$ cat config.mk
export PLATFORM = sky130hd
export DESIGN_NAME = hilo_mult_ctrl
export DESIGN_NICKNAME = d
export VERILOG_FILES = /design/src/rtl/hilo_mult_ctrl.sv
export SDC_FILE = /design/constraint.sdc
export NUM_CORES = 1
export LEC_CHECK = 0
export CORE_ASPECT_RATIO = 1.1
export CORE_UTILIZATION = 43
export DETAILED_ROUTE_END_ITERATION = 10
export PLACE_DENSITY = 0.85
export SYNTH_ARGS = -nofsm -noshare
export SYNTH_HDL_FRONTEND = slang
export SYNTH_SLANG_ARGS = --single-unit
$ cat constraint.sdc
create_clock -name CLK -period 1.9 [get_ports CLK]
set_input_delay 0.38 -clock CLK [delete_from_list [all_inputs] [get_ports CLK]]
set_output_delay 0.38 -clock CLK [all_outputs]
set_load 0.02 [all_outputs]
$ cat src/rtl/hilo_mult_ctrl.sv
// hilo_mult_ctrl: owns the architectural HI/LO pair and sequences MULT/MULTU
// through the shared ALU multiplier as a low-half op followed by a high-half op.
// The high-half op reuses the multiplier's operand cache, so it finishes one
// cycle after the low half. MTHI/MTLO writes are accepted in every state.

`ifndef ALU_OPCODE_WIDTH
`define ALU_OPCODE_WIDTH 6
`endif
`ifndef ALU_MULTL
`define ALU_MULTL 24
`endif
`ifndef ALU_MULTH
`define ALU_MULTH 25
`endif
`ifndef ALU_MULTLU
`define ALU_MULTLU 26
`endif
`ifndef ALU_MULTHU
`define ALU_MULTHU 27
`endif

module hilo_mult_ctrl #(
    parameter int OPW = `ALU_OPCODE_WIDTH
) (
    input  logic            CLK,
    input  logic            RST,
    input  logic            req_valid,
    input  logic            req_signed,
    input  logic [31:0]     req_src1,
    input  logic [31:0]     req_src2,
    output logic            req_ready,
    input  logic            wr_hi,
    input  logic            wr_lo,
    input  logic [31:0]     wr_data,
    output logic [31:0]     hi,
    output logic [31:0]     lo,
    output logic            busy,
    output logic [OPW-1:0]  mul_opcode,
    output logic [31:0]     mul_src1,
    output logic [31:0]     mul_src2,
    input  logic [31:0]     mul_result,
    input  logic            mul_done,
    input  logic            mul_busy
);

    localparam logic [OPW-1:0] OP_MULTL  = OPW'(`ALU_MULTL);
    localparam logic [OPW-1:0] OP_MULTH  = OPW'(`ALU_MULTH);
    localparam logic [OPW-1:0] OP_MULTLU = OPW'(`ALU_MULTLU);
    localparam logic [OPW-1:0] OP_MULTHU = OPW'(`ALU_MULTHU);

    typedef enum logic [2:0] {
        INIT_ISSUE,
        INIT_WAIT,
        IDLE,
        LO_WAIT,
        HI_WAIT
    } state_t;

    state_t      r_state;
    state_t      w_next;
    logic [31:0] r_src1;
    logic [31:0] r_src2;
    logic        r_signed;
    logic [31:0] r_hi;
    logic [31:0] r_lo;
    logic        r_pend_hi;
    logic        r_pend_lo;
    logic        w_accept;
    logic        w_cap_lo;
    logic        w_cap_hi;

    // State register; reset restarts the cache-priming sequence
    always_ff @(posedge CLK) begin
        if (RST) begin
            r_state <= INIT_ISSUE;
        end else begin
            r_state <= w_next;
        end
    end

    // Next-state, multiplier opcode and capture/accept strobes
    always_comb begin
        w_next     = r_state;
        mul_opcode = '0;
        w_accept   = 1'b0;
        w_cap_lo   = 1'b0;
        w_cap_hi   = 1'b0;
        case (r_state)
            INIT_ISSUE: begin
                // 1x1 unsigned evicts whatever the cache held, so 0x0 cannot hit stale data
                mul_opcode = OP_MULTLU;
                w_next     = INIT_WAIT;
            end
            INIT_WAIT: begin
                if (mul_done) begin
                    w_next = IDLE;
                end
            end
            IDLE: begin
                if (req_valid) begin
                    w_accept   = 1'b1;
                    mul_opcode = req_signed ? OP_MULTL : OP_MULTLU;
                    w_next     = LO_WAIT;
                end
            end
            LO_WAIT: begin
                if (mul_done) begin
                    w_cap_lo   = 1'b1;
                    mul_opcode = r_signed ? OP_MULTH : OP_MULTHU;
                    w_next     = HI_WAIT;
                end
            end
            HI_WAIT: begin
                if (mul_done) begin
                    w_cap_hi = 1'b1;
                    w_next   = IDLE;
                end
            end
            default: begin
                w_next = INIT_ISSUE;
            end
        endcase
    end

    // Operand/sign latch; reset value doubles as the cache-priming operands
    always_ff @(posedge CLK) begin
        if (RST) begin
            r_src1   <= 32'd1;
            r_src2   <= 32'd1;
            r_signed <= 1'b0;
        end else if (w_accept) begin
            r_src1   <= req_src1;
            r_src2   <= req_src2;
            r_signed <= req_signed;
        end
    end

    // HI/LO update: MTHI/MTLO override a same-cycle capture, but an accept re-arms pend
    always_ff @(posedge CLK) begin
        if (RST) begin
            r_hi      <= 32'd0;
            r_lo      <= 32'd0;
            r_pend_hi <= 1'b0;
            r_pend_lo <= 1'b0;
        end else begin
            if (w_cap_lo && r_pend_lo) begin
                r_lo <= mul_result;
            end
            if (w_cap_hi && r_pend_hi) begin
                r_hi <= mul_result;
            end
            if (wr_lo) begin
                r_lo      <= wr_data;
                r_pend_lo <= 1'b0;
            end
            if (wr_hi) begin
                r_hi      <= wr_data;
                r_pend_hi <= 1'b0;
            end
            if (w_accept) begin
                r_pend_lo <= 1'b1;
                r_pend_hi <= 1'b1;
            end
        end
    end

    assign mul_src1  = (r_state == IDLE) ? req_src1 : r_src1;
    assign mul_src2  = (r_state == IDLE) ? req_src2 : r_src2;
    assign hi        = r_hi;
    assign lo        = r_lo;
    assign busy      = (r_state != IDLE);
    assign req_ready = (r_state == IDLE);

    a_no_done_in_idle: assert property (@(posedge CLK) disable iff (RST)
        !((r_state == IDLE) && mul_done));

    a_no_mul_busy_in_idle: assert property (@(posedge CLK) disable iff (RST)
        !((r_state == IDLE) && mul_busy));

endmodule

# ---- Word level (Yosys, flattened, before mapping)
# Cells that the tools add are included.
dict set report totals {
  ff_bits 134
  in_bits 136
  out_inout_bits 136
  word_cells 49
}
dict set report classes {
  n_eq_ne 8
  n_reduce_logical 9
  n_mux 24
}
# cell n
set ops {}
lappend ops {{two-way mux 32 bit} 6}
lappend ops {{case mux 5 bit (3 select lines)} 1}
lappend ops {{case mux 3 bit (4 select lines)} 1}
lappend ops {{two-way mux 5 bit} 2}
lappend ops {{two-way mux 1 bit} 9}
lappend ops {{two-way mux 3 bit} 3}
lappend ops {{nonzero test 2 bit} 4}
lappend ops {{equality test 3 x 2 -> 1 bit, second input constant} 2}
lappend ops {{two-way mux 2 bit} 2}
lappend ops {{inequality test 2 bit, second input constant} 2}
lappend ops {{equality test 3 x 1 -> 1 bit, second input constant} 1}
lappend ops {{equality test 3 bit, second input constant} 1}
lappend ops {{zero test 3 bit} 1}
lappend ops {{inequality test 3 x 2 -> 1 bit, second input constant} 1}
lappend ops {{AND reduction 3 bit} 1}
lappend ops {{logical AND 1 bit} 2}
lappend ops {{inequality test 2 x 1 -> 1 bit, second input constant} 1}
lappend ops {{OR reduction 2 bit} 1}

# ---- Logic depth before layout (Yosys ltp)
# Gate-level depths: netlist of run 1.
dict set report depth {
  ltp_word 5
  depth_mapped 6
}

# ---- Worst setup path before layout of run 1
# No wires, ideal clock.
dict set report synth_timing {
  path_type {register to output}
  start {register r_state[1]}
  end {output mul_src1[14]}
  stages_incl_launch_ff 6
  arrival_time_ns 1.437
  slack_ns 0.083
  path_cell_list {dfxtp_1 -> buf_2 -> nor3b_2 -> buf_4 -> buf_4 -> mux2_1}
}
dict set report synth_between {
  elab_chain_len 2
}
# item line
set synth_rtl {}
lappend synth_rtl {{from (decl)} 59} ;# state_t r_state;
lappend synth_rtl {{from (signal assigned)} 77} ;# r_state <= w_next;
lappend synth_rtl {{equality test 3 x 2 -> 1 bit} 167} ;# assign mul_src1 = (r_state == IDLE) ? req_src1 : r_src1;
lappend synth_rtl {{two-way mux 32 bit} 167}
lappend synth_rtl {{to (decl)} 39} ;# output logic [31:0] mul_src1,
# Every way passes these cells.

# ---- Worst setup path after layout of run 1
dict set report layout_timing {
  start {register r_state[0]}
  end {output mul_src2[12]}
}
dict set report layout_between {
  elab_chain_len 2
}
# item line
set layout_rtl {}
lappend layout_rtl {{equality test 3 x 2 -> 1 bit} 168} ;# assign mul_src2 = (r_state == IDLE) ? req_src2 : r_src2;
lappend layout_rtl {{two-way mux 32 bit} 168}
lappend layout_rtl {{to (decl)} 40} ;# output logic [31:0] mul_src2,
# Every way passes these cells.

==> results of run 1 <==
==> cell type report <==
type                    count  share of cell area
clock buffers              24             0.04726
clock inverters             8             0.01383
inverters                   3            0.001082
multi-input cells         480              0.3392
flip-flops and latches    134              0.2581
well taps                 192             0.02309
repair buffers            331              0.3175
==> worst reg2reg max path, cell delays in order (launching register included) <==
cell      delay, ns
dfxtp_2        0.35
buf_4          0.17
and4b_1        0.24
buf_12         0.13
buf_4          0.16
a21o_4         0.25
buf_12         0.15
a211oi_1       0.22
==> stage by stage <==
stage          setup TNS [ns]    util
5_1_grt                -22.65  0.7146
2_1_floorplan               0       -
4_1_cts                -20.39  0.7018
3_5_place_dp           -32.85  0.6544
6_report               -18.26  0.7146
3_3_place_gp           -31.11  0.6544
==> flip-flops by register name, summed over array words and instances (netlist names) <==
register and cells:
r_src2 32, r_pend_hi 1, r_src1 32, r_signed 1, lo 32, r_pend_lo 1
r_state 3, hi 32
==> cells by family after synthesis <==
group           count (synthesis)
simple gates                  147
other cells                     1
buf+inv                        81
mux                           128
compound gates                203
flops                         134
==> metal layers <==
metal / track usage / up-vias
li1: - / 3083
met5: 0 / -
met2: 0.4614 / 249
met3: 0.08290 / 44
met4: 0.1169 / 0
met1: 0.2947 / 3133
==> timing repair <==
action	CTS	global route
gates cloned	1	0
pin swaps	0	1
gates resized for setup	358	52
endpoints found under the hold margin	0	0
endpoints found under the setup margin	70	70
buffers inserted	13	5
==> final timing paths <==
kind / startpoint / endpoint / slack (ns) / cells after the start
setup / recovery: r_state[0] / mul_src2[12] / -0.34 / 7
hold / removal: wr_hi / r_pend_hi / 0.42 / 3
setup reg to reg: r_state[2] / lo[19] / 0.16 / 7
hold reg to reg: r_src1[17] / r_src1[17] / 0.45 / 2
==> where the power goes <==
group	switching (uW)	total (uW)	internal, uW
combinational	813	1730	919
sequential	77.6	3030	2950
clock	1190	3530	2330
==> synth_stat cells, types with 2 or more instances <==
master | instances | area [sq um]
mux2i_1 | 64 | 640.6
a211oi_2 | 3 | 37.54
nand3b_1 | 3 | 22.52
nand2_1 | 130 | 488.0
dfxtp_1 | 134 | 2683
inv_1 | 3 | 11.26
mux2_2 | 61 | 686.9
a211oi_1 | 125 | 938.4
a21o_4 | 2 | 30.03
buf_2 | 27 | 135.1
buf_1 | 2 | 7.510
clkbuf_1 | 30 | 112.6
nor2_1 | 2 | 7.510
buf_4 | 11 | 82.58
buf_6 | 8 | 90.09
mux2_1 | 3 | 33.78
nand2b_1 | 3 | 18.77
a21oi_1 | 68 | 340.3
==> impl_results.md, run 1 <==
- Hold buffer count at cts: 0
- WP data arrival: 1.86 ns
- Remaining antenna violation count: 0
- DP Worst Slack: -0.4001 ns
- WP data required: 1.52 ns
- Total wire length: 21300 um
- CTS sink cnt: 134
- Initial antenna violation count: 0
- DR WL/cell: 18.17 um
- Status: finished, violations left
- Row count: 46
- Via count: 6509
- Synthesis-stage register bit count: 134
- Register Area: 2685 sq um
- H-tree depth: 4
- Port bufs: 268
- RSZ-0062 raised after global routing: true
- Most frequent cells in the layout: clkdlybuf4s50_1 (194), dfxtp_1 (132), nand2_1 (130)
- GRT Resource Usage Total: 0.2633
- Synth Area in Compound Gates: 0.2134
- Hold WS: 0.4248 ns
- Diode count: 0
- Root Buffer: clkbuf_16
- Slew margin rel.: 0.6094
- Reg clk slew, reported paths: 0.06 ns
- CTS max path bufs: 2
- Die height: 130.9 um
- First-pass GRT wire length: 32410 um
- Post-Synth Adder-Cell Area: 0
- GRT overflow: 0
- Fraction of layout cells with a size suffix above 1: 0.2449
- Max Fclk: 445.7 MHz
- Commonest non-fill, non-tap cell in the layout: clkdlybuf4s50_1
- Placed inst area: 9529 sq um
- Drt pass-1 iters: 4
- Post-Layout Inst Area: 10410 sq um
- Total power: 8288 uW
- Clock latency on the worst-skew pair: 0.41 ns
- # IOs: 272
- Final net count: 1103
- Worst hold-check path type: in -> reg
- CTS tree: done
- Post-synthesis simple-gate area fraction: 0.09609
- Met3 WL post-DR: 1638 um
- Footprint of the multi-input gates: 3530 sq um
- Leakage: 0.004106 uW
- Sequential area share after synthesis: 0.4129
- Post-synth EDFFs: 0
- DP HPWL: 13860 um
- Die area: 15610 sq um
- Slew Limit Fails: 0
- Core Box Area: 14560 sq um
- Area Growth Syn to Fin: 60.14%
- Met2 Wirelength: 10540 um
- Critical Path Fanout Max: 6
- Synth Flop Type: dfxtp_1
- Synth Warn #: 0
- CP Cell Sequence: nor3b_4, buf_12, buf_12, buf_8, buf_6, mux2_4, buf_6
- Clk_skew: 0.007279 ns
- CP Class: reg -> out
- Max-cap violations: 0
- Placed Instances: 1122
- Drt drc: 0
- Main combinational cell family by area after synthesis: compound AO/OA/AOI/OAI gates
- Drt via density: 5.554
- Synth cell types: 33
- Routability Congestion: 0.7843
- Starting density of the core: 0.4462
- Cells after Synth: 694
- Top routing layer used: met4
- Worst slew pin tran: 0.5859 ns
- Die Wd: 119.2 um
- Multiplexer area fraction after synthesis: 0.2095
- Detailed Route Iter0 Violations: 454
- Synth Area in XOR/XNOR: 0
- Non-Filler Instances: 1172
- Hold Vio Cnt, Final: 0
- Setup crit end kind: output pin
- Max VDD drop: 526.1 uV
- Fillers: 1055
- Tmin final: 2.244 ns
- CP Buf/Inv Count: 5
- CP Launch Type: register
- Ys async rst share: 0
- Num CTS Buffers: 17
- Largest net degree at the start of global routing: 49
- Largest stage delay on the critical path: 0.33 ns
- Setup WS post-layout: -0.3438 ns
- CP max stage cell: dfxtp_2
- Met1 WL: 8456 um
- Final setup violation count: 65
- Delay-heaviest family, CP: buffers and inverters
- Mapped Area: 6497 sq um
- Syn Area/Cell: 9.362 sq um
- Period utilization: 1.181
- Vias in the first global route: 6423
- Failing checks: setup timing
- Pwr/cell area: 796.6 nW/um^2
No activity file was read; power rests on OpenSTA's default activity.
==> run 2, diff against run 1 <==
- ABC_AREA: not set -> 0
- CTS_CLUSTER_DIAMETER: not set -> 120
==> results of run 2 <==
Final layout, timing and power as in run 1 (identical DEF).
